File: config.mk
export PLATFORM = sky130hd
export DESIGN_NAME = gio_bitserial_ctrl
export DESIGN_NICKNAME = d
export VERILOG_FILES = /design/src/rtl/dcim_pkg.sv /design/src/rtl/shift_acc.sv /design/src/rtl/gio_bitserial_ctrl.sv
export SDC_FILE = /design/constraint.sdc
export NUM_CORES = 1
export LEC_CHECK = 0
export CELL_PAD_IN_SITES_DETAIL_PLACEMENT = 0
export CELL_PAD_IN_SITES_GLOBAL_PLACEMENT = 1
export CORE_ASPECT_RATIO = 1.1
export CORE_MARGIN = 1
export CORE_UTILIZATION = 35
export CTS_CLUSTER_SIZE = 28
export DETAILED_ROUTE_END_ITERATION = 10
export GPL_TIMING_DRIVEN = 0
export MAX_ROUTING_LAYER = met4
export PLACE_DENSITY = 0.71
export SLEW_MARGIN = 0
export SYNTH_ARGS = -nofsm -noshare
export SYNTH_HDL_FRONTEND = slang
export SYNTH_HIERARCHICAL = 1
export SYNTH_SLANG_ARGS = --single-unit
File: constraint.sdc
create_clock -name clk -period 3.1 [get_ports clk]
set_clock_uncertainty 0.05 [all_clocks]
set_input_delay 0.62 -clock clk [delete_from_list [all_inputs] [get_ports clk]]
set_output_delay 0.62 -clock clk [all_outputs]
set_load 0.05 [all_outputs]
File: src/rtl/dcim_pkg.sv
// Shared definitions for the DCIM datapath: default widths used by global IO
// and the local MACs, plus the bit-serial sequencer state encoding.
package dcim_pkg;

  localparam int PSUM_WIDTH = 27;
  localparam int IN_BITS    = 8;

  typedef enum logic [1:0] {
    ST_IDLE = 2'd0,
    ST_RUN  = 2'd1,
    ST_DONE = 2'd2
  } state_e;

endpackage

File: src/rtl/shift_acc.sv
// Shift-accumulator: sign-extends each incoming partial sum and folds it into
// acc as (acc << 1) +/- ext, modulo 2^ACC_WIDTH.
module shift_acc #(
  parameter int DIN_WIDTH = 27,
  parameter int ACC_WIDTH = 35
) (
  input  logic                 clk,
  input  logic                 rst_n,
  input  logic                 clr,
  input  logic                 en,
  input  logic                 neg,
  input  logic [DIN_WIDTH-1:0] din,
  output logic [ACC_WIDTH-1:0] acc
);

  logic [ACC_WIDTH-1:0] acc_q;
  logic [ACC_WIDTH-1:0] acc_d;
  logic [ACC_WIDTH-1:0] ext;
  logic [ACC_WIDTH-1:0] shifted;

  assign ext     = {{(ACC_WIDTH - DIN_WIDTH){din[DIN_WIDTH-1]}}, din};
  assign shifted = {acc_q[ACC_WIDTH-2:0], 1'b0};

  // Clear has priority so a new operation never inherits a stale sum.
  always_comb begin
    acc_d = acc_q;
    if (clr) begin
      acc_d = '0;
    end else if (en) begin
      acc_d = neg ? (shifted - ext) : (shifted + ext);
    end
  end

  always_ff @(posedge clk or negedge rst_n) begin
    if (!rst_n) begin
      acc_q <= '0;
    end else begin
      acc_q <= acc_d;
    end
  end

  assign acc = acc_q;

endmodule

File: src/rtl/gio_bitserial_ctrl.sv
// Bit-serial MAC sequencer: walks input bit-planes MSB first, steers the global
// IO adder, and shift-accumulates one partial sum per plane into the result.
module gio_bitserial_ctrl
  import dcim_pkg::*;
#(
  parameter int PSUM_WIDTH = dcim_pkg::PSUM_WIDTH,
  parameter int IN_BITS    = dcim_pkg::IN_BITS,
  parameter int ACC_WIDTH  = 35,
  localparam int IDX_W     = $clog2(IN_BITS)
) (
  input  logic                  clk,
  input  logic                  rst_n,
  input  logic                  start,
  input  logic                  cfg_signed,
  input  logic                  cfg_sub,
  output logic                  start_ready,
  output logic                  busy,
  output logic [IDX_W-1:0]      bit_idx,
  output logic                  gio_sub,
  input  logic [PSUM_WIDTH-1:0] psum_in,
  input  logic                  psum_valid,
  output logic                  psum_ready,
  output logic [ACC_WIDTH-1:0]  out_data,
  output logic                  out_valid,
  input  logic                  out_ready
);

  localparam logic [IDX_W-1:0] LAST_IDX = IDX_W'(IN_BITS - 1);

  state_e           state_q, state_d;
  logic [IDX_W-1:0] bit_idx_q, bit_idx_d;
  logic             signed_q, signed_d;
  logic             sub_q, sub_d;
  logic             acc_clr;
  logic             acc_en;
  logic             acc_neg;
  logic [ACC_WIDTH-1:0] acc;

  // The MSB plane carries negative weight only for signed operands.
  assign acc_neg = signed_q && (bit_idx_q == LAST_IDX);

  always_comb begin
    state_d   = state_q;
    bit_idx_d = bit_idx_q;
    signed_d  = signed_q;
    sub_d     = sub_q;
    acc_clr   = 1'b0;
    acc_en    = 1'b0;
    case (state_q)
      ST_IDLE: begin
        if (start) begin
          state_d   = ST_RUN;
          bit_idx_d = LAST_IDX;
          signed_d  = cfg_signed;
          sub_d     = cfg_sub;
          acc_clr   = 1'b1;
        end
      end
      ST_RUN: begin
        if (psum_valid) begin
          acc_en = 1'b1;
          if (bit_idx_q == '0) begin
            state_d = ST_DONE;
          end else begin
            bit_idx_d = bit_idx_q - IDX_W'(1);
          end
        end
      end
      ST_DONE: begin
        if (out_ready) begin
          state_d = ST_IDLE;
        end
      end
      default: state_d = ST_IDLE;
    endcase
  end

  always_ff @(posedge clk or negedge rst_n) begin
    if (!rst_n) begin
      state_q   <= ST_IDLE;
      bit_idx_q <= '0;
      signed_q  <= 1'b0;
      sub_q     <= 1'b0;
    end else begin
      state_q   <= state_d;
      bit_idx_q <= bit_idx_d;
      signed_q  <= signed_d;
      sub_q     <= sub_d;
    end
  end

  shift_acc #(
    .DIN_WIDTH (PSUM_WIDTH),
    .ACC_WIDTH (ACC_WIDTH)
  ) u_shift_acc (
    .clk   (clk),
    .rst_n (rst_n),
    .clr   (acc_clr),
    .en    (acc_en),
    .neg   (acc_neg),
    .din   (psum_in),
    .acc   (acc)
  );

  // Outputs are pure decodes of registered state, so they change only on edges.
  assign start_ready = (state_q == ST_IDLE);
  assign busy        = (state_q != ST_IDLE);
  assign psum_ready  = (state_q == ST_RUN);
  assign out_valid   = (state_q == ST_DONE);
  assign gio_sub     = sub_q && (state_q != ST_IDLE);
  assign bit_idx     = bit_idx_q;
  assign out_data    = acc;

endmodule

==> flow_summary.yaml <==
synthesis:
  postSynth.topFlopCell: "sky130_fd_sc_hd__dfrtp_1"
  synth_edf_count: 0
  seq_area_frac_synth_pct: 18.7
  postSynthRegisterBits: 42
  synth_cell_type_count: 85
  netlist_top_cells_area: "sky130_fd_sc_hd__dfrtp_1 19%, sky130_fd_sc_hd__ha_1 15%, sky130_fd_sc_hd__a21oi_1 6.1%, sky130_fd_sc_hd__nor2_1 4.8%, sky130_fd_sc_hd__inv_1 4.3%"
  synth-async-reset-ratio_pct: 100
  yosysWarnings: 6
  synth_area_um2: 5610
  syn_nets: 827
  netlist.area_leader.share_pct: 18.7
  synthCells: 722
  netlist.top_cell.by_area: "sky130_fd_sc_hd__dfrtp_1"
  syn_area_per_cell_um2: 7.77
critical_path:
  crit_arrival_ps: 3500
  endpoint_kind: "flop"
  startpoint_type: "primary input"
  worstReg2RegStart: "u_shift_acc/acc[1]"
  reg2reg_to: "u_shift_acc/acc[30]"
  critPathRequiredTime_ps: 3250
  regToRegSetupSlack_ps: -190
  criticalPathCategory: "primary input to flop"
  crit_fanout: 4
  ff2ff_path_depth: 12
sta:
  finalCritPeriodShare_pct: 108
  rsz0062_at_grt: "true"
  timing.final.hold_violations: 0
  slew_violations: 0
  final.min_clock_period_ps: 3340
  fmax_mhz: 299
  final-setup-viol-count: 10
  postLayoutSetupSlackWorst_ps: -245
  remaining_max_slew_budget_at_the_tightest_pin_pct: 31.1
  worst-slew-pin-transition_ps: 1030
drt:
  number_of_drc_violations_after_detailed_routing_iteration_0: 373
  avgViaCountPerCell: 5.80
  antenna_violating_nets_left: 0
  wirelength_mm: 21.5
  post-route-drc-count: 0
  drt_wl_cell_um: 20.0
  vias: 6255
  detail_route.first_pass.iterations: 5
clocking:
  insertion_delay_ps: 300
  cts_hold_repair.buffers: 0
  cts_tree: "built"
  maximum_clock_insertion_buffer_count: 2
  htree_levels: 2
  cts.sinks: 42
  root_buffer: "sky130_fd_sc_hd__clkbuf_16"
  clk_pin_slew_ps: 70
  number_of_buffers_added_by_the_clock_tree_synthesis_step: 5
global_routing:
  globalRouteOverflowTotal: 0
  grt_start_max_net_pins: 33
  grt_pass1_vias: 6067
  antenna_found_initial: 0
  grt_first_pass_wirelength_mm: 32.8
  globalRouteTotalUtil_pct: 26.7
die:
  row_count: 48
  start_util_pct: 35.8
  design.die.area_um2: 16500
  die_height_um: 135
  io-pin-count: 77
  floorplan.die.width_um: 123
  design.core.area_um2: 15700
placement:
  gp_congestion: 0.912
  placement.setup.worst_slack_ps: -1340
  portBuffers: 76
  hpwl_after_detailed_placement_mm: 15.0
  dp.cells: 999
  place_area_um2: 6670
final_layout:
  utilization_pct: 52.8
  layout.cell_area.non_filler_um2: 8280
  area_growth_pct: 47.7
  fill_cells: 1445
  fin_nets: 983
  n_antenna_cell: 0
  instances_no_fill: 1079
  drive_above_1_share_pct: 31.4
power:
  vdd.ir_drop.worst_uv: 611
  fin_total_pwr_w: 0.0103
  power_leakage_nw: 3.51
  power_density_nw_per_um2: 1250
worst_hold_path:
  worst_hold_path_type: "primary input to asynchronous set/reset pin"
run:
  number_of_violations_of_the_max_capacitance_limit: 0
run_status:
  violations: "negative setup slack"
  status: "finished, violations left"
## state kept, by name, indices dropped and copies added (netlist names)
signal / count
bit_idx: 3
u_shift_acc/acc: 35
signed_q: 1
state_q: 2
sub_q: 1
## final cells by class
cell class | instances | area [um^2] | area share (%)
sequential | 42 | 1060 | 12.8
clock buffer | 6 | 129 | 1.56
timing repair buffer | 158 | 1410 | 17.1
buffer | 35 | 216 | 2.61
inverter | 64 | 251 | 3.04
multi-input combinational | 572 | 4950 | 59.7
clock inverter | 2 | 13.8 | 0.166
tap | 200 | 250 | 3.02
## critical path: stages
cell,delay [ps]
sky130_fd_sc_hd__buf_8,80
sky130_fd_sc_hd__inv_6,30
sky130_fd_sc_hd__buf_6,100
sky130_fd_sc_hd__ha_4,270
sky130_fd_sc_hd__nor2b_4,40
sky130_fd_sc_hd__o311ai_4,330
sky130_fd_sc_hd__nand3b_4,150
sky130_fd_sc_hd__a311oi_4,300
sky130_fd_sc_hd__buf_4,170
sky130_fd_sc_hd__o21ai_4,70
sky130_fd_sc_hd__o32a_4,380
sky130_fd_sc_hd__a21oi_4,180
sky130_fd_sc_hd__nor2_2,60
sky130_fd_sc_hd__or4_4,410
sky130_fd_sc_hd__a311oi_2,300
## repair_timing
| action | CTS | global route |
|---|---|---|
| pin swaps | 75 | 76 |
| endpoints found under the setup margin | 27 | 30 |
| buffers inserted | 65 | 24 |
| gates resized for setup | 191 | 94 |
## synthesized netlist by cell type, drive strengths merged (7+ instances only)
cell type	number
clkbuf	28
and3	7
ha	69
dfrtp	42
buf	16
or3	7
o21ai	40
a21o	15
mux2i	9
a211oi	27
xnor2	20
nand3	11
or4	7
o31a	7
o211ai	7
nor2b	16
nand2	36
nor2	74
inv	64
a21oi	70
o21bai	11
nor3	17
## cell usage in the layout, fill, tap and decap left out, types with 17 or more instances in the layout
| master | instances |
|---|---|
| sky130_fd_sc_hd__ha_4 | 20 |
| sky130_fd_sc_hd__xnor2_1 | 20 |
| sky130_fd_sc_hd__ha_1 | 44 |
| sky130_fd_sc_hd__o21ai_0 | 25 |
| sky130_fd_sc_hd__a21oi_1 | 54 |
| sky130_fd_sc_hd__buf_4 | 70 |
| sky130_fd_sc_hd__nand2_1 | 33 |
| sky130_fd_sc_hd__inv_2 | 17 |
| sky130_fd_sc_hd__a211oi_1 | 22 |
| sky130_fd_sc_hd__dfrtp_1 | 33 |
| sky130_fd_sc_hd__buf_6 | 23 |
| sky130_fd_sc_hd__inv_1 | 44 |
| sky130_fd_sc_hd__clkdlybuf4s50_1 | 50 |
| sky130_fd_sc_hd__nor2_1 | 69 |
## through the flow
step,TNS [ps],hold slack (ps)
floorplan,-178,274
global placement,-29600,437
detailed placement,-20880,441
CTS,-1720,164
global route,-1950,177
finish,-1190,162
## power by group
group          leakage [nW]  switching (W)  internal, W
registers             0.488       0.000379     0.000842
logic                  2.96        0.00482      0.00371
clock network        0.0708       0.000265     0.000300
## kinds of logic (layout without fill, tap and decap cells)
kind of cell	after synthesis	count (layout)	share of synthesized area (%)
simple gates	221	221	20.4
fa+ha+maj	71	71	16.1
mux	11	11	2.01
xor+xnor	25	25	3.90
flops	42	42	18.7
buf+inv	108	265	7.65
compound gates	244	244	31.2
## per-layer routing
metal	global-route usage [%]	share of wire [%]	vias up
li1	-	-	2942
met1	33.8	44	3039
met2	43.4	48	227
met3	3.80	5.5	47
met4	8.88	3.0	0
met5	-	0	-
## worst max-delay path by stage
stage / from / endpoint / slack [ps] / cells after the start
final: psum_in[2] / u_shift_acc/acc[30] / -240 / 15
after global routing: psum_in[26] / u_shift_acc/acc[34] / -300 / 10
after CTS: u_shift_acc/acc[0] / u_shift_acc/acc[31] / -330 / 12
after detailed placement: psum_in[26] / u_shift_acc/acc[34] / -1340 / 10
after global placement: psum_in[26] / u_shift_acc/acc[34] / -1360 / 10
after floorplan: psum_in[1] / u_shift_acc/acc[31] / -110 / 12
Power figures use the tool's default switching activity.
